File: src/rtl/hazard_fwd_unit.sv
// Pipeline hazard unit: EX/MEM store-data bypass selects, load-use and MDU
// scoreboard stall detection, and a saturating stall-cycle counter.
module hazard_fwd_unit #(
    parameter int REG_AW    = 5,
    parameter int MDU_LAT   = 4,
    parameter int LINK_EXCL = 1,
    parameter int CNT_W     = 16
) (
    input  logic              clk,
    input  logic              rstn,
    input  logic [REG_AW-1:0] id_rs,
    input  logic [REG_AW-1:0] id_rt,
    input  logic              id_uses_rs,
    input  logic              id_uses_rt,
    input  logic              id_mdu_op,
    input  logic [REG_AW-1:0] idex_rs,
    input  logic [REG_AW-1:0] idex_rt,
    input  logic [REG_AW-1:0] idex_rd,
    input  logic              idex_regwrite,
    input  logic              idex_memread,
    input  logic              idex_mdu_start,
    input  logic [REG_AW-1:0] exmem_rd,
    input  logic [REG_AW-1:0] exmem_rt,
    input  logic              exmem_regwrite,
    input  logic              exmem_memwrite,
    input  logic [REG_AW-1:0] memwb_rd,
    input  logic              memwb_regwrite,
    input  logic              perf_clr,
    output logic [1:0]        fwd_a,
    output logic [1:0]        fwd_b,
    output logic              fwd_c,
    output logic              stall,
    output logic              mdu_busy,
    output logic [CNT_W-1:0]  stall_cnt
);

    localparam logic [REG_AW-1:0] ZERO_REG = {REG_AW{1'b0}};
    localparam logic [REG_AW-1:0] LINK_REG = REG_AW'(31);
    localparam logic [3:0]        MDU_LOAD = 4'(MDU_LAT);
    localparam logic [CNT_W-1:0]  CNT_MAX  = {CNT_W{1'b1}};

    // Register 0 is hardwired and the jal link register may be excluded.
    function automatic logic fwd_ok(input logic [REG_AW-1:0] r);
        logic ok;
        ok = (r != ZERO_REG);
        if (LINK_EXCL != 0) begin
            ok = ok && (r != LINK_REG);
        end else begin
            ok = ok;
        end
        return ok;
    endfunction

    function automatic logic [1:0] fwd_sel(
        input logic [REG_AW-1:0] src,
        input logic [REG_AW-1:0] mem_rd,
        input logic              mem_we,
        input logic [REG_AW-1:0] wb_rd,
        input logic              wb_we
    );
        logic [1:0] sel;
        if (mem_we && fwd_ok(mem_rd) && (mem_rd == src)) begin
            sel = 2'b10;
        end else if (wb_we && fwd_ok(wb_rd) && (wb_rd == src)) begin
            sel = 2'b01;
        end else begin
            sel = 2'b00;
        end
        return sel;
    endfunction

    logic [3:0]        mdu_cnt_q, mdu_cnt_d;
    logic [REG_AW-1:0] mdu_rd_q, mdu_rd_d;
    logic [CNT_W-1:0]  stall_cnt_q, stall_cnt_d;
    logic              load_use_s;
    logic              mdu_pend_s;
    logic [REG_AW-1:0] mdu_reg_s;
    logic              mdu_hz_s;

    // Same-cycle forwarding selects and stall decision, forced low in reset.
    always_comb begin
        fwd_a      = 2'b00;
        fwd_b      = 2'b00;
        fwd_c      = 1'b0;
        stall      = 1'b0;
        load_use_s = 1'b0;
        mdu_pend_s = 1'b0;
        mdu_reg_s  = ZERO_REG;
        mdu_hz_s   = 1'b0;
        if (rstn) begin
            fwd_a = fwd_sel(idex_rs, exmem_rd, exmem_regwrite, memwb_rd, memwb_regwrite);
            fwd_b = fwd_sel(idex_rt, exmem_rd, exmem_regwrite, memwb_rd, memwb_regwrite);
            fwd_c = exmem_memwrite && memwb_regwrite && fwd_ok(memwb_rd) && (memwb_rd == exmem_rt);
            load_use_s = idex_memread && idex_regwrite && (idex_rd != ZERO_REG) &&
                         ((id_uses_rs && (id_rs == idex_rd)) || (id_uses_rt && (id_rt == idex_rd)));
            // An MDU op entering EX this cycle is already a pending writer.
            mdu_pend_s = (mdu_cnt_q != 4'd0) || idex_mdu_start;
            mdu_reg_s  = idex_mdu_start ? idex_rd : mdu_rd_q;
            mdu_hz_s   = mdu_pend_s &&
                         ((id_uses_rs && (mdu_reg_s != ZERO_REG) && (id_rs == mdu_reg_s)) ||
                          (id_uses_rt && (mdu_reg_s != ZERO_REG) && (id_rt == mdu_reg_s)) ||
                          id_mdu_op);
            stall = load_use_s || mdu_hz_s;
        end else begin
            fwd_a = 2'b00;
            fwd_b = 2'b00;
            fwd_c = 1'b0;
            stall = 1'b0;
        end
    end

    // Next state for the MDU scoreboard and the saturating stall counter.
    always_comb begin
        mdu_cnt_d   = mdu_cnt_q;
        mdu_rd_d    = mdu_rd_q;
        stall_cnt_d = stall_cnt_q;
        if (idex_mdu_start) begin
            mdu_cnt_d = MDU_LOAD;
            mdu_rd_d  = idex_rd;
        end else if (mdu_cnt_q != 4'd0) begin
            mdu_cnt_d = mdu_cnt_q - 4'd1;
        end else begin
            mdu_cnt_d = mdu_cnt_q;
        end
        if (perf_clr) begin
            stall_cnt_d = {CNT_W{1'b0}};
        end else if (stall && (stall_cnt_q != CNT_MAX)) begin
            stall_cnt_d = stall_cnt_q + CNT_W'(1);
        end else begin
            stall_cnt_d = stall_cnt_q;
        end
    end

    // State registers.
    always_ff @(posedge clk or negedge rstn) begin
        if (!rstn) begin
            mdu_cnt_q   <= 4'd0;
            mdu_rd_q    <= ZERO_REG;
            stall_cnt_q <= {CNT_W{1'b0}};
        end else begin
            mdu_cnt_q   <= mdu_cnt_d;
            mdu_rd_q    <= mdu_rd_d;
            stall_cnt_q <= stall_cnt_d;
        end
    end

    assign mdu_busy  = (mdu_cnt_q != 4'd0);
    assign stall_cnt = stall_cnt_q;

endmodule

File: config.mk
export PLATFORM = sky130hd
export DESIGN_NAME = hazard_fwd_unit
export DESIGN_NICKNAME = d
export VERILOG_FILES = /design/src/rtl/hazard_fwd_unit.sv
export SDC_FILE = /design/constraint.sdc
export NUM_CORES = 1
export LEC_CHECK = 0
export ABC_CLOCK_PERIOD_IN_PS = 3000
export CORE_ASPECT_RATIO = 1.1
export CORE_UTILIZATION = 35
export CTS_BUF_LIST = sky130_fd_sc_hd__clkbuf_4 sky130_fd_sc_hd__clkbuf_8
export DETAILED_ROUTE_END_ITERATION = 16
export DONT_BUFFER_PORTS = 1
export PLACE_DENSITY = 0.52
export SKIP_LAST_GASP = 1
export SLEW_MARGIN = 20
export SYNTH_ARGS = -nofsm -noshare
export SYNTH_HDL_FRONTEND = slang
export SYNTH_SLANG_ARGS = --single-unit
File: constraint.sdc
create_clock -name clk -period 3 [get_ports clk]
set_clock_uncertainty 0.05 [all_clocks]
set_input_delay 0.45 -clock clk [delete_from_list [all_inputs] [get_ports clk]]
set_output_delay 0.45 -clock clk [all_outputs]
set_load 0.02 [all_outputs]
After elaboration in Yosys (flattened, before gate mapping)
Cells that the tools add are included.

Bits in registers: 25. Input bits: 52. Output and inout port bits: 23.

$add $sub $neg: 2. Equality and inequality tests: 12. Mux-type cells: 19. Reduce and logical (&&, ||, !) cells: 35.

Operators with widths (number): $eq 5x5->1 (9); $mux 16 (2); $logic_and 1x1->1 (23); $reduce_bool 5->1 (4); $add 16x1->16 const B (1); $ne 16x16->1 const B (1); $mux 1 (10); $ne 5x5->1 const B (2); $mux 2 (4); $mux 4 (2); $logic_or 1x1->1 (5); $mux 5 (1); $reduce_bool 2->1 (2); $reduce_bool 4->1 (1); $sub 4x1->4 const B (1).

Longest topological paths before layout
Depth after elaboration: 12. Gate-level depth with buffers: 10. Mapped depth without buffers: 8.

Worst setup path before layout
No wires, ideal clock.

Path type: flip-flop to flip-flop. From: reg mdu_cnt_q[0]. To: reg stall_cnt_q[0] (netlist: stall_cnt[0]). Arrival: 2.358 ns. Data required time: 2.825 ns. Slack: 0.468 ns. Stages on the path, launching flop included: 11. Path buffers: 2. Period minus slack after synthesis: 2.532 ns. Path through: dfrtp_1 > inv_1 > ha_1 > nand3b_1 > or2_2 > clkbuf_1 > nand2_1 > a21oi_1 > buf_2 > a31oi_1 > mux2_2.

Word-level cells in the longest chain between the ends: 7.

RTL lines: from (decl) (RTL line 72) `logic [3:0] mdu_cnt_q, mdu_cnt_d;`; from (signal assigned) (RTL line 141) `mdu_cnt_q <= mdu_cnt_d;`; $reduce_bool 4->1; named net mdu_busy (RTL line 33) `output logic mdu_busy,`; $logic_or 1x1->1 (RTL line 97) `mdu_pend_s = (mdu_cnt_q != 4'd0) || idex_mdu_start;`; $logic_and 1x1->1 (RTL line 99) `mdu_hz_s = mdu_pend_s &&`; $logic_or 1x1->1 (RTL line 103) `stall = load_use_s || mdu_hz_s;`; $mux 1 (RTL line 90) `if (rstn) begin`; $logic_and 1x1->1 (RTL line 127) `end else if (stall && (stall_cnt_q != CNT_MAX)) begin`; $reduce_bool 2->1 (no line); to (signal assigned) (RTL line 139) `stall_cnt_q <= {CNT_W{1'b0}};`; to (signal assigned) (RTL line 143) `stall_cnt_q <= stall_cnt_d;`; to (decl) (RTL line 74) `logic [CNT_W-1:0] stall_cnt_q, stall_cnt_d;`.

The timed path passes the listed nets, and every way through them passes these cells. A chain may end at the register's enable or synchronous reset.

Worst setup path in the final report
From: reg stall_cnt_q[0] (netlist: stall_cnt[0]). To: reg stall_cnt_q[2] (netlist: stall_cnt[2]).

Word-level cells in the longest chain between the ends: 3.

RTL lines (RTL line): $add 16x1->16 / $ne 16x16->1 (equally long branches) (128, 127); $mux 16 / $logic_and 1x1->1 (equally long branches) (127); $mux 16 / $reduce_bool 2->1 (equally long branches).

Several ways; a longest one is shown, not always the timed one. The select of a mux whose other input is x is not followed.

==> flow_metrics.env <==
export IMPL_cts_htree_levels=1
export IMPL_cp_required_ns=3.12
export IMPL_synth_edf_count=0
export IMPL_cts_inserted_buffers=3
export IMPL_ant_nets=0
export IMPL_postSynthAreaPerCell_um2=8.479
export IMPL_detailroute_via_count=1908
export IMPL_first_global_vias=1930
export IMPL_arrival_ns=2.82
export IMPL_criticalPathCategory="register to register"
export IMPL_whs_path_depth=1
export IMPL_synth_cells=264
export IMPL_setup_tns_ns=0
export IMPL_drt_total_wl_mm=5.257
export IMPL_regToRegStartpoint="stall_cnt[0]$_DFFE_PN0P_"
export IMPL_post_dp_hpwl_mm=4.009
export IMPL_setup_viol=0
export IMPL_path_max_fanout=11
export IMPL_start_util=0.3636
export IMPL_fmax_mhz=369.9
export IMPL_clock_root_buffer="clkbuf_8"
export IMPL_die_x_um=78.25
export IMPL_rsz0062_at_grt="no"
export IMPL_yosysTopAreaCell="dfrtp_1"
export IMPL_grt_max_degree=32
export IMPL_syn_num_nets=319
export IMPL_via_per_inst=5.483
export IMPL_coreArea_um2=6156
export IMPL_drive_gt1_frac=0.1045
export IMPL_yosysUniqueCellTypes=40
export IMPL_wire_per_inst_um=15.11
export IMPL_cts_resized=0
export IMPL_grt_pass1_wl_mm=8.707
export IMPL_synth_common_cells="nor2_1 (30), dfrtp_1 (25), xor2_1 (24)"
export IMPL_end_kind="register"
export IMPL_cpMaxStageDelayCell="a21oi_1"
export IMPL_post_cts_buffers=0
export IMPL_die_area_um2=6720
export IMPL_first_pass_iters=4
export IMPL_ys_warn_count=0
export IMPL_slowest_delay_ns=0.71
export IMPL_reg2reg_slack_ns=0.30
export IMPL_peakVddDrop_uv=188.6
export IMPL_grtUsageTotal=0.1621
export IMPL_cts_tree="built"
export IMPL_grt_overflow=0
export IMPL_worstHoldPathType="input pin to register"
export IMPL_hp_start="perf_clr"
export IMPL_netlist_area_um2=2238
export IMPL_ys_seq_area_frac=0.2795
export IMPL_max_slew_margin=0.3926
export IMPL_hold_end="stall_cnt[15]$_DFFE_PN0P_"
export IMPL_powerDensity_nw_per_um2=358.6
export IMPL_drv_cap=0
export IMPL_io_pins=75
export IMPL_area_growth_pct=8.105
export IMPL_leakage_nw=0.9628
export IMPL_cts_sinks=25
export IMPL_synthMostInstantiatedCell="nor2_1"
export IMPL_synth_area_leaders="dfrtp_1 (28%), xor2_1 (9.4%), xnor2_1 (8.6%)"
export IMPL_synth_top_cell_area_share=0.2795
export IMPL_start_kind="register"
export IMPL_period_share=0.9011
export IMPL_report_final_slew_viol_count=0
export IMPL_tightestPinTransition_ns=0.9111
export IMPL_status="complete, no violations"
export IMPL_ys_ff_latch=25
export IMPL_drtIter0Drc=42
export IMPL_worstRegToRegCells=7
export IMPL_synth_async_reset_ratio=1.000
export IMPL_rr_endpoint="stall_cnt[2]$_DFFE_PN0P_"
export IMPL_grt_antenna_before_repair=0
export IMPL_rows=30
export IMPL_diodes=0
export IMPL_hold_viol_final=0
export IMPL_cp_startpoint="stall_cnt[0]$_DFFE_PN0P_"
export IMPL_insertion_delay_ns=0.27
export IMPL_drc=0
export IMPL_fillCellCount=651
export IMPL_clk_pin_slew_ns=0.10
export IMPL_die_y_um=85.88
export IMPL_fin_nets=324
export IMPL_place_gp_congestion=0.7788
export IMPL_synth_main_ff_cell="dfrtp_1"
export IMPL_fin_hold_ws_ns=0.1781
export IMPL_clock_path_buffers=2
export IMPL_layout_min_cycle_time_ns=2.703
export IMPL_cp_cell_sequence="ha_1, nand2_1, or3_1, o21ai_1, a21oi_1, a22o_1, mux2_2"
export IMPL_numPortBuffers=0
-- metrics by stage --
step	utilization	std cells	power, mW	setup WS, ns	instance area [µm²]
finish	0.3931	348	0.8677	0.2967	2420
global placement	0.3807	342	0.6583	0.3298	2344
detailed placement	0.3807	342	0.6620	0.3352	2344
floorplan	-	264	0.6157	0.4678	2238
CTS	0.3931	348	0.8844	0.2375	2420
global route	0.3931	348	0.9322	0.05724	2420
-- repair_timing --
action / CTS / global route
hold endpoints to repair: 25 / 0
setup endpoints to repair: 0 / 0
hold buffers: 2 / 0
-- cell families after synthesis --
logic type                 Yosys count  share of synthesized area
DFF                                 25                     0.2795
buffers and inverters               19                    0.03968
adders and majority gates            3                    0.01677
xor gates and xnor gates            46                     0.1800
and+or+nand+nor                    116                     0.2700
AOI/OAI and AO/OA                   35                     0.1135
muxes                               20                     0.1006
-- cell usage in the layout, fill, tap and decap left out, types with 2 or more instances in the layout --
master / synthesis / routed
or4_1: 3 / 3
nand2b_1: 2 / 2
and3_1: 7 / 7
a31oi_1: 2 / 2
buf_4: 0 / 8
a22o_1: 2 / 2
xor2_1: 24 / 24
xnor2_1: 22 / 22
clkbuf_8: 0 / 3
inv_1: 9 / 9
and2_1: 3 / 3
mux2i_1: 4 / 4
or3_1: 2 / 2
mux2i_2: 2 / 2
a211oi_1: 6 / 6
o211ai_1: 3 / 3
dfrtp_1: 25 / 25
a21oi_1: 7 / 7
mux2_2: 8 / 8
nor3_1: 14 / 14
nand2_1: 9 / 9
or2_2: 3 / 3
nor2_1: 30 / 30
nor2b_1: 15 / 15
nand3_1: 18 / 18
nor4_1: 6 / 6
ha_1: 3 / 3
a21o_1: 2 / 2
mux2_1: 6 / 6
a32oi_1: 8 / 8
-- critical path, delay by kind of cell (launching register included) --
family	cells	cell delay, ns
AOI/OAI and AO/OA	3	1.10
DFF	1	0.51
muxes	1	0.33
and+or+nand+nor	2	0.31
adders and majority gates	1	0.29
-- power breakdown --
group	switching [mW]	internal [mW]	total, mW
sequential	0.0236	0.367	0.391
clock	0.112	0.0930	0.205
combinational	0.146	0.126	0.272
-- worst max path at each step --
| stage | to |
|---|---|
| final | stall_cnt[2]$_DFFE_PN0P_ |
| after floorplan | stall_cnt[0]$_DFFE_PN0P_ |
| after global routing | stall_cnt[2]$_DFFE_PN0P_ |
| after global placement | stall_cnt[2]$_DFFE_PN0P_ |
| after CTS | stall |
| after detailed placement | stall_cnt[2]$_DFFE_PN0P_ |
-- sequential cells by signal, summed over array words and instances, names as in the netlist --
register	flops
mdu_rd_q	5
stall_cnt	16
mdu_cnt_q	4
-- layout make-up --
| type | instances | area (µm²) | area share |
|---|---|---|---|
| clock buffer | 3 | 41.29 | 0.01706 |
| clock inverter | 1 | 5.005 | 0.002068 |
| inverter | 9 | 33.78 | 0.01396 |
| multi-input combinational | 220 | 1524 | 0.6298 |
| sequential | 25 | 625.6 | 0.2585 |
| tap | 80 | 100.1 | 0.04137 |
| timing repair buffer | 10 | 90.09 | 0.03723 |
-- layer usage --
metal  GRT usage  vias up  wire [µm]
met1      0.1915      899       2228
met2      0.2871       67       2576
met5           0        -          0
li1            -      940          -
met4     0.04545        0         37
met3     0.04362        2        415
(Power assumes the default switching activity.)
